`src/rtl/ec_ctrl_pkg.sv`:
```
// ec_ctrl_pkg: shared state encoding, K/M limits and config legality check for the EC controller
package ec_ctrl_pkg;
  localparam int unsigned EC_K_MIN = 2;
  localparam int unsigned EC_K_MAX = 128;
  localparam int unsigned EC_M_MIN = 2;
  localparam int unsigned EC_M_MAX = 128;
  typedef enum logic [2:0] {ST_IDLE, ST_LOAD, ST_CALC, ST_DRAIN, ST_DONE} eng_seq_st_t;
  function automatic logic cfg_legal(input int unsigned k, input int unsigned m, input int unsigned beats,
                                     input int unsigned k_min = EC_K_MIN, input int unsigned k_max = EC_K_MAX,
                                     input int unsigned m_min = EC_M_MIN, input int unsigned m_max = EC_M_MAX);
    return k >= k_min && k <= k_max && m >= m_min && m <= m_max && beats != 0;
  endfunction
endpackage

```
`src/rtl/eng_valid_pipe.sv`:
```
// eng_valid_pipe: tracks engine result validity through its latency, freezing with the engine
module eng_valid_pipe #(
  parameter int DEPTH = 3
) (
  input  logic clk,
  input  logic rstn,
  input  logic hold_i,
  input  logic clr_i,
  input  logic in_i,
  output logic out_o,
  output logic empty_o
);
  logic [DEPTH-1:0] pipe_q, pipe_d;
  always_comb pipe_d = clr_i ? '0 : hold_i ? pipe_q : (pipe_q << 1) | DEPTH'(in_i);
  always_ff @(posedge clk or negedge rstn)
    if (!rstn) pipe_q <= '0;
    else pipe_q <= pipe_d;
  assign out_o = pipe_q[DEPTH-1];
  // empty looks at the post-shift value so the final result is written before DONE
  assign empty_o = ~|pipe_d;
endmodule

```
`src/rtl/eng_seq_ctrl.sv`:
```
// eng_seq_ctrl: walks bitmatrix rows per input beat, throttled by buffer state, then drains and signals done
module eng_seq_ctrl
  import ec_ctrl_pkg::*;
#(
  parameter int K_MAX      = 128,
  parameter int K_MIN      = 2,
  parameter int M_MAX      = 128,
  parameter int M_MIN      = 2,
  parameter int BEAT_W     = 16,
  parameter int PIPE_DEPTH = 3
) (
  input  logic                       clk,
  input  logic                       rstn,
  input  logic                       start,
  input  logic                       abort,
  input  logic [$clog2(K_MAX+1)-1:0] cfg_k,
  input  logic [$clog2(M_MAX+1)-1:0] cfg_m,
  input  logic [BEAT_W-1:0]          cfg_beats,
  input  logic                       inbuff_empty,
  input  logic                       outbuff_full,
  output logic                       cfg_wr_en,
  output logic                       inbuff_rd_en,
  output logic                       bm_rd_en,
  output logic [$clog2(M_MAX)-1:0]   bm_rd_addr,
  output logic                       eng_calc_en,
  output logic                       eng_hold,
  output logic                       eng_rstn,
  output logic                       outbuff_wr_en,
  output logic                       busy,
  output logic                       done,
  output logic                       cfg_err
);
  localparam int MW = $clog2(M_MAX+1);
  localparam int AW = $clog2(M_MAX);
  eng_seq_st_t       state_q, state_d;
  logic [AW-1:0]     row_q, row_d;
  logic [BEAT_W-1:0] beat_q, beat_d, beats_q, beats_d;
  logic [MW-1:0]     m_q, m_d;
  logic              cfg_err_q, cfg_err_d;
  logic              adv, last_row, last_beat, legal, pipe_out, pipe_empty;
  assign legal     = cfg_legal(32'(cfg_k), 32'(cfg_m), 32'(cfg_beats), K_MIN, K_MAX, M_MIN, M_MAX);
  assign last_row  = MW'(row_q) == m_q - MW'(1);
  assign last_beat = beat_q == beats_q - BEAT_W'(1);
  // a new beat needs a pop, later rows of a popped beat only need output room
  assign adv = state_q == ST_CALC && !abort && !outbuff_full && (row_q != '0 || !inbuff_empty);
  always_comb begin
    state_d   = state_q;
    row_d     = row_q;
    beat_d    = beat_q;
    m_d       = m_q;
    beats_d   = beats_q;
    cfg_err_d = 1'b0;
    if (abort) begin
      state_d = ST_IDLE;
      row_d   = '0;
      beat_d  = '0;
    end else begin
      case (state_q)
        ST_IDLE: begin
          state_d   = start && legal ? ST_LOAD : ST_IDLE;
          cfg_err_d = start && !legal;
        end
        ST_LOAD: begin
          m_d     = cfg_m;
          beats_d = cfg_beats;
          row_d   = '0;
          beat_d  = '0;
          state_d = ST_CALC;
        end
        ST_CALC: if (adv) begin
          row_d   = last_row ? '0 : row_q + AW'(1);
          beat_d  = last_row ? beat_q + BEAT_W'(1) : beat_q;
          state_d = last_row && last_beat ? ST_DRAIN : ST_CALC;
        end
        ST_DRAIN: state_d = pipe_empty ? ST_DONE : ST_DRAIN;
        default:  state_d = ST_IDLE;
      endcase
    end
  end
  always_ff @(posedge clk or negedge rstn)
    if (!rstn) begin
      state_q   <= ST_IDLE;
      row_q     <= '0;
      beat_q    <= '0;
      m_q       <= '0;
      beats_q   <= '0;
      cfg_err_q <= 1'b0;
    end else begin
      state_q   <= state_d;
      row_q     <= row_d;
      beat_q    <= beat_d;
      m_q       <= m_d;
      beats_q   <= beats_d;
      cfg_err_q <= cfg_err_d;
    end
  eng_valid_pipe #(.DEPTH(PIPE_DEPTH)) u_pipe (
    .clk    (clk),
    .rstn   (rstn),
    .hold_i (outbuff_full),
    .clr_i  (abort),
    .in_i   (eng_calc_en),
    .out_o  (pipe_out),
    .empty_o(pipe_empty)
  );
  assign cfg_wr_en     = state_q == ST_IDLE;
  assign busy          = state_q == ST_LOAD || state_q == ST_CALC || state_q == ST_DRAIN;
  assign eng_rstn      = state_q != ST_IDLE && !abort;
  assign eng_hold      = state_q != ST_IDLE && outbuff_full;
  assign bm_rd_en      = adv;
  assign eng_calc_en   = adv;
  assign bm_rd_addr    = adv ? row_q : '0;
  assign inbuff_rd_en  = adv && row_q == '0;
  assign outbuff_wr_en = pipe_out && !outbuff_full;
  assign done          = state_q == ST_DONE && !abort;
  assign cfg_err       = cfg_err_q;
endmodule

```
`config.mk`:
```
export PLATFORM = sky130hd
export DESIGN_NAME = eng_seq_ctrl
export DESIGN_NICKNAME = d
export VERILOG_FILES = /design/src/rtl/ec_ctrl_pkg.sv /design/src/rtl/eng_valid_pipe.sv /design/src/rtl/eng_seq_ctrl.sv
export SDC_FILE = /design/constraint.sdc
export NUM_CORES = 1
export LEC_CHECK = 0
export CORE_MARGIN = 4
export CORE_UTILIZATION = 57
export CTS_CLUSTER_SIZE = 28
export DETAILED_ROUTE_END_ITERATION = 10
export GPL_ROUTABILITY_DRIVEN = 0
export HOLD_SLACK_MARGIN = 0.05
export PLACE_DENSITY = 0.84
export SLEW_MARGIN = 10
export SYNTH_ARGS = -nofsm -noshare
export SYNTH_HDL_FRONTEND = slang
export SYNTH_HIERARCHICAL = 1
export SYNTH_SLANG_ARGS = --single-unit
export TNS_END_PERCENT = 100
```
`constraint.sdc`:
```
create_clock -name clk -period 6.6 [get_ports clk]
set_input_delay 0.99 -clock clk [delete_from_list [all_inputs] [get_ports clk]]
set_output_delay 0.99 -clock clk [all_outputs]
set_load 0.05 [all_outputs]
```
==> results.py, run 1 <==
metrics = {
    "cells_and_area": {
        "multi_input_area_mm2": 0.00206,
        "final_nets": 473,
        "n_antenna_cell": 0,
        "ff_latch_area_mm2": 0.00135,
        "area_growth_pct": 19.0,
        "layout-drive-gt1-share_pct": 10.4,
        "n_fill_cell": 464,
        "postLayoutCellArea_mm2": 0.00421,
        "fin_cells": 506,
    },
    "drt": {
        "drc": 0,
        "first_pass_iters": 5,
        "routed_wl_um": 8200,
        "ant_nets": 0,
        "wire_per_inst_um": 16.2,
        "viasPerCell": 6.02,
        "via_count": 3044,
        "detail_route.iter0.violations": 290,
    },
    "clock_network": {
        "cts-hold-fix-buffers": 0,
        "root_buffer": "clkbuf_8",
        "postCtsSetupBuffers": 0,
        "cts.repair.resized": 0,
        "max-clock-path-buffers": 2,
        "tritoncts": "built",
        "cts_max_level": 2,
        "numCtsBuffers": 5,
        "cts.sinks": 54,
        "insertion_delay_ns": 0.31,
        "clk_pin_slew_ns": 0.10,
    },
    "worst_setup_path": {
        "cpPeakStageDelay_ns": 0.80,
        "cpMostUsedCell": "clkdlybuf4s50_1",
        "crit_required_ns": 5.61,
        "cp-start-kind": "input port",
        "cp_slowest_cell": "clkdlybuf4s50_1",
        "path_class": "in2out",
        "crit_chain": "clkdlybuf4s50_1 > nor3_2 > buf_4 > and3_1 > clkdlybuf4s50_1",
        "critPathMaxFanout": 27,
        "cp-end-kind": "output pin",
        "crit_arrival_ns": 3.27,
    },
    "place": {
        "postPlaceCellArea_mm2": 0.00412,
        "dp.cells": 498,
        "dp_hpwl_um": 6020,
        "numPortBuffers": 54,
    },
    "sta": {
        "max_slew_margin_pct": 41.7,
        "period_share_pct": 64.5,
        "worst_pin_slew_ns": 0.872,
        "period_needed_ns": 4.26,
        "fmax_ghz": 0.235,
        "drv_slew": 0,
        "tns_ns": 0,
        "hold_ws_ns": 0.533,
        "finalHoldViolations": 0,
        "finalClockSkew_ns": 0.00800,
        "rsz0062_at_grt": "no",
        "setup_violations": 0,
    },
    "synthesis": {
        "synth_area_mm2": 0.00354,
        "avgSynthCellArea_um2": 9.20,
        "synthDistinctLibCells": 56,
        "synth_seq_cells": 54,
        "ys_seq_area_share_pct": 38.1,
        "synth_edf_count": 0,
        "ys_warn_count": 6,
        "synth_fp_nets": 428,
        "syn-instance-count": 385,
        "synthFlopType": "dfrtp_1",
        "synth_async_sr_flop_share_pct": 100,
    },
    "global_routing": {
        "antenna_found_initial": 0,
        "grt_pass1_vias": 3003,
        "grt.overflow.total": 0,
        "grt_usage_pct": 23.5,
        "grt_max_degree": 55,
        "grt_pass1_wl_um": 14200,
    },
    "power_and_ir_drop": {
        "total_power_w": 0.000883,
        "p_leak_nw": 1.67,
        "ir_worst_vdd_uv": 142,
        "power.density_mw_per_mm2": 209,
    },
    "floorplan": {
        "io_pins": 55,
        "initial_core_util_pct": 59.1,
        "core_mm2": 0.00599,
        "die_w_um": 86.8,
        "die_height_um": 86.8,
        "rows": 28,
        "die_area_mm2": 0.00754,
    },
    "outcome": {
        "status": "finished, final reports clean",
    },
    "min_path": {
        "hp-class": "reg2reg",
    },
    "flow_run": {
        "cap_violations": 0,
    },
}
## power breakdown
part	internal, W	switching (W)	total [W]
sequential	0.000373	0.0000573	0.000430
clock	0.0000850	0.000110	0.000195
combinational	0.000132	0.000125	0.000257
total	0.000590	0.000293	0.000883
## cell usage in the layout, fill, tap and decap left out, types with 2 or more instances in the layout
cell             count
a211oi_1             3
a21oi_1             19
a31oi_1              3
a32oi_1              2
and2_1               3
and2_2               2
and3_1               9
and4_1               2
and4b_1              2
buf_4                4
clkbuf_8             6
clkdlybuf4s50_1     53
dfrtp_1             54
ha_1                 5
inv_1               13
mux2_2              20
mux2i_1             17
nand2_1             38
nand2b_1            17
nand3_1              8
nand4_1             13
nor2_1              21
nor2b_1              4
nor3_1              14
nor3b_1              3
nor4_1              11
nor4_2               2
o211ai_1             3
o21a_1               3
o21ai_0             11
o221ai_1             2
o22a_1               2
o22ai_1              3
or3_1                3
or4_1                3
xnor2_1             20
xor2_1              12
## synth_stat cells, types with 4 or more instances
| master | number | area share [%] |
|---|---|---|
| nor2b_1 | 4 | 0.71 |
| nand3_1 | 8 | 1.1 |
| nand2_1 | 38 | 4.0 |
| mux2i_1 | 17 | 4.8 |
| and3_1 | 9 | 1.6 |
| nand2b_1 | 17 | 3.0 |
| nand4_1 | 13 | 2.3 |
| o21ai_0 | 11 | 1.6 |
| nor2_1 | 21 | 2.2 |
| mux2_2 | 20 | 6.4 |
| dfrtp_1 | 54 | 38 |
| ha_1 | 5 | 1.8 |
| nor3_1 | 15 | 2.1 |
| clkbuf_1 | 13 | 1.4 |
| xor2_1 | 12 | 3.0 |
| xnor2_1 | 20 | 4.9 |
| nor4_1 | 12 | 2.1 |
| inv_1 | 13 | 1.4 |
| a21oi_1 | 19 | 2.7 |
## routing by layer
layer | track usage, % | vias up | share of wire (%)
li1 | - | 1471 | -
met1 | 32.1 | 1455 | 45
met2 | 38.4 | 108 | 48
met3 | 4.28 | 10 | 6.1
met4 | 6.80 | 0 | 1.2
met5 | 0 | - | 0
## metrics by stage
stage / setup WS (ns) / utilization, %
2_1_floorplan: 2.70 / -
3_3_place_gp: 2.42 / 68.8
3_5_place_dp: 2.35 / 68.8
4_1_cts: 2.35 / 70.3
5_1_grt: 2.17 / 70.3
6_report: 2.34 / 70.3
## sequential cells by signal, indices dropped and copies added (netlist names)
name           cells
m_q                8
u_pipe/pipe_q      3
beats_q           16
beat_q            16
state_q            3
cfg_err            1
row_q              7
## critical path: cells and delay by family
| family | cells | cell delay [ns] |
|---|---|---|
| buffers and inverters | 3 | 1.77 |
| AND/OR/NAND/NOR | 2 | 0.50 |
## cell type report
type / count / area share, %
clock buffer: 7 / 2.05
clock inverter: 1 / 0.119
inverter: 13 / 1.16
multi-input combinational: 298 / 49.0
sequential: 54 / 32.1
tap: 75 / 2.23
timing repair buffer: 58 / 13.4
## final timing paths
kind	slack, ns	to	cells after the start	from
max	2.34	bm_rd_addr[5]	5	abort
min	0.53	beats_q[15]	1	beats_q[15]
max reg2reg	3.36	beat_q[0]	8	m_q[0]
min reg2reg	0.53	beats_q[15]	1	beats_q[15]
max in group asynchronous	5.33	m_q[6]	2	rstn
min in group asynchronous	0.79	u_pipe/pipe_q[0]	2	rstn
## cells by family (layout without fill, tap and decap cells)
logic type,count (synthesis),count (layout),synth area share [%]
xor+xnor,32,32,7.91
flops,54,54,38.1
compound gates,61,61,11.8
fa+ha+maj,5,5,1.77
mux,37,37,11.2
simple gates,163,163,25.3
buf+inv,33,79,3.92
Power figures use the tool's default switching activity.
==> inputs of run 2 (changes only) <==
Settings changed: CORE_UTILIZATION 57 to 49, PLACE_DENSITY 0.84 to 0.77.
Clock period 6.6 ns to 3.5 ns, I/O delays scaled along.
==> run 2 against run 1 <==
Compared with the run above: via count up 0.76%; count of clock-buffer cells in the layout is the same; non-clock buffer count grew 4; critical path depth unchanged; highest routed layer unchanged; clock skew decreased by 0.0030 ns.
==> results.py, run 2 (synthesized netlist as in run 1, its figures left out) <==
metrics = {
    "worst_setup_path": {
        "critPathMaxFanout": 9,
        "cpPeakStageDelay_ns": 0.49,
        "r2r-end": "state_q[0]",
        "crit_buf_inv": 1,
        "path_delay_family": "simple AND/OR/NAND/NOR gates",
        "cp-start-kind": "flip-flop",
        "crit_required_ns": 2.97,
        "rrSetupSlack_ns": 0.74,
        "crit_chain": "nor4_1 > a41oi_2 > and2_1 > and4_1 > buf_12",
        "cp_slowest_cell": "nor4_1",
        "cp-end-kind": "output pin",
        "path_class": "reg2out",
        "ff2ff_path_depth": 8,
        "crit_arrival_ns": 2.27,
        "regToRegStartpoint": "beats_q[0]",
    },
    "cells_and_area": {
        "mostFrequentLayoutCell": "dfrtp_1",
        "final_nets": 477,
        "final_cell_mix": "dfrtp_1, clkdlybuf4s50_1, nand2_1, nor2_1",
        "n_fill_cell": 597,
        "area_growth_pct": 20.2,
        "layout-drive-gt1-share_pct": 13.6,
        "fin_cells": 531,
        "n_antenna_cell": 0,
        "top_regs": "beat_q x16, beats_q x16, m_q x8",
    },
    "outcome": {
        "status": "finished, final reports clean",
    },
    "global_routing": {
        "antenna_found_initial": 0,
        "grt_usage_pct": 18.8,
        "grt_max_degree": 36,
        "grt_pass1_vias": 2791,
        "grt.overflow.total": 0,
        "grtUsageMet2_pct": 32.4,
        "grt_pass1_wl_um": 13300,
        "grt_busiest_layer": "met2",
        "met3_usage_pct": 2.57,
        "grtUsageMet1_pct": 25.3,
    },
    "sta": {
        "drv_slew": 0,
        "fmax_ghz": 0.357,
        "period_share_pct": 80.0,
        "rsz0062_at_grt": "no",
        "finalClockSkew_ns": 0.00503,
        "hold_ws_ns": 0.295,
        "period_needed_ns": 2.80,
        "finalHoldViolations": 0,
        "max_slew_margin_pct": 47.5,
        "tns_ns": 0,
        "worst_slack_ns": 0.700,
        "setup_violations": 0,
        "worst_pin_slew_ns": 0.787,
    },
    "place": {
        "numPortBuffers": 54,
        "dp.cells": 523,
        "place_ws_ns": 0.641,
        "dp_hpwl_um": 6060,
    },
    "clock_network": {
        "cts.sinks": 54,
        "root_buffer": "clkbuf_8",
        "numCtsBuffers": 5,
        "cts.repair.resized": 0,
        "tritoncts": "built",
        "clk_pin_slew_ns": 0.09,
        "insertion_delay_ns": 0.30,
        "max-clock-path-buffers": 2,
        "postCtsSetupBuffers": 0,
        "cts_max_level": 2,
        "cts-hold-fix-buffers": 0,
    },
    "drt": {
        "wire_per_inst_um": 14.9,
        "viasPerCell": 5.78,
        "ant_nets": 0,
        "via_count": 3067,
        "routed_wl_um": 7940,
        "first_pass_iters": 5,
        "drc": 0,
        "detail_route.iter0.violations": 181,
    },
    "floorplan": {
        "die_height_um": 93.0,
        "rows": 30,
        "die_w_um": 93.0,
        "io_pins": 55,
        "die_area_mm2": 0.00865,
        "initial_core_util_pct": 51.3,
        "core_mm2": 0.00691,
    },
    "power_and_ir_drop": {
        "power.density_mw_per_mm2": 391,
        "p_leak_nw": 1.72,
        "ir_worst_vdd_uv": 260,
        "total_power_w": 0.00167,
    },
    "flow_run": {
        "cap_violations": 0,
    },
    "min_path": {
        "hp-class": "in2async",
    },
}
## run 2: cell types whose count changed in the layout (fill, tap and decap cells not counted)
| cell | before | now |
|---|---|---|
| clkdlybuf4s50_1 | 53 | 43 |
| buf_12 | 0 | 1 |
| buf_4 | 4 | 17 |
## run 2: worst max-delay path by stage
stage | startpoint | to | slack (ns) | depth (start not counted)
2_1_floorplan | abort | inbuff_rd_en | 0.53 | 4
3_3_place_gp | outbuff_full | state_q[0] | 0.67 | 6
3_5_place_dp | outbuff_full | state_q[0] | 0.64 | 6
4_1_cts | row_q[4] | inbuff_rd_en | 0.74 | 5
5_1_grt | row_q[3] | inbuff_rd_en | 0.53 | 5
6_report | row_q[3] | inbuff_rd_en | 0.70 | 5
## run 2: metal layers
layer  up-vias  part of all wire, %
met3         6                  5.6
met4         0                 0.88
li1       1490                    -
met1      1476                   46
met2        95                   48
met5         -                    0
## run 2: cell type report
type / count / area (um^2) / share of cell area (%)
multi-input combinational: 298 / 2060 / 48.5
sequential: 54 / 1350 / 31.7
timing repair buffer: 62 / 583 / 13.7
tap: 96 / 120 / 2.82
clock buffer: 7 / 86.3 / 2.03
inverter: 13 / 48.8 / 1.15
clock inverter: 1 / 5.00 / 0.118
## run 2: worst register-to-register path, delay by kind of cell, from the launching register on
family	cells	cell delay [ns]
AND/OR/NAND/NOR	3	1.52
flip-flops	1	0.41
adder cells (fa/ha/maj)	1	0.19
buffers and inverters	1	0.08
AO/OA/AOI/OAI	2	0.35
XOR/XNOR	1	0.14
## run 2: metrics by stage
stage / util (%) / instance area [um^2]
6_report: 61.6 / 4260
3_3_place_gp: 60.3 / 4170
2_1_floorplan: - / 3540
3_5_place_dp: 60.3 / 4170
5_1_grt: 61.6 / 4260
4_1_cts: 61.6 / 4260
## run 2: power by group
group          internal [W]  switching [W]  total (W)
Clock              0.000160       0.000204   0.000364
Sequential         0.000703       0.000108   0.000810
Combinational      0.000253       0.000238   0.000491
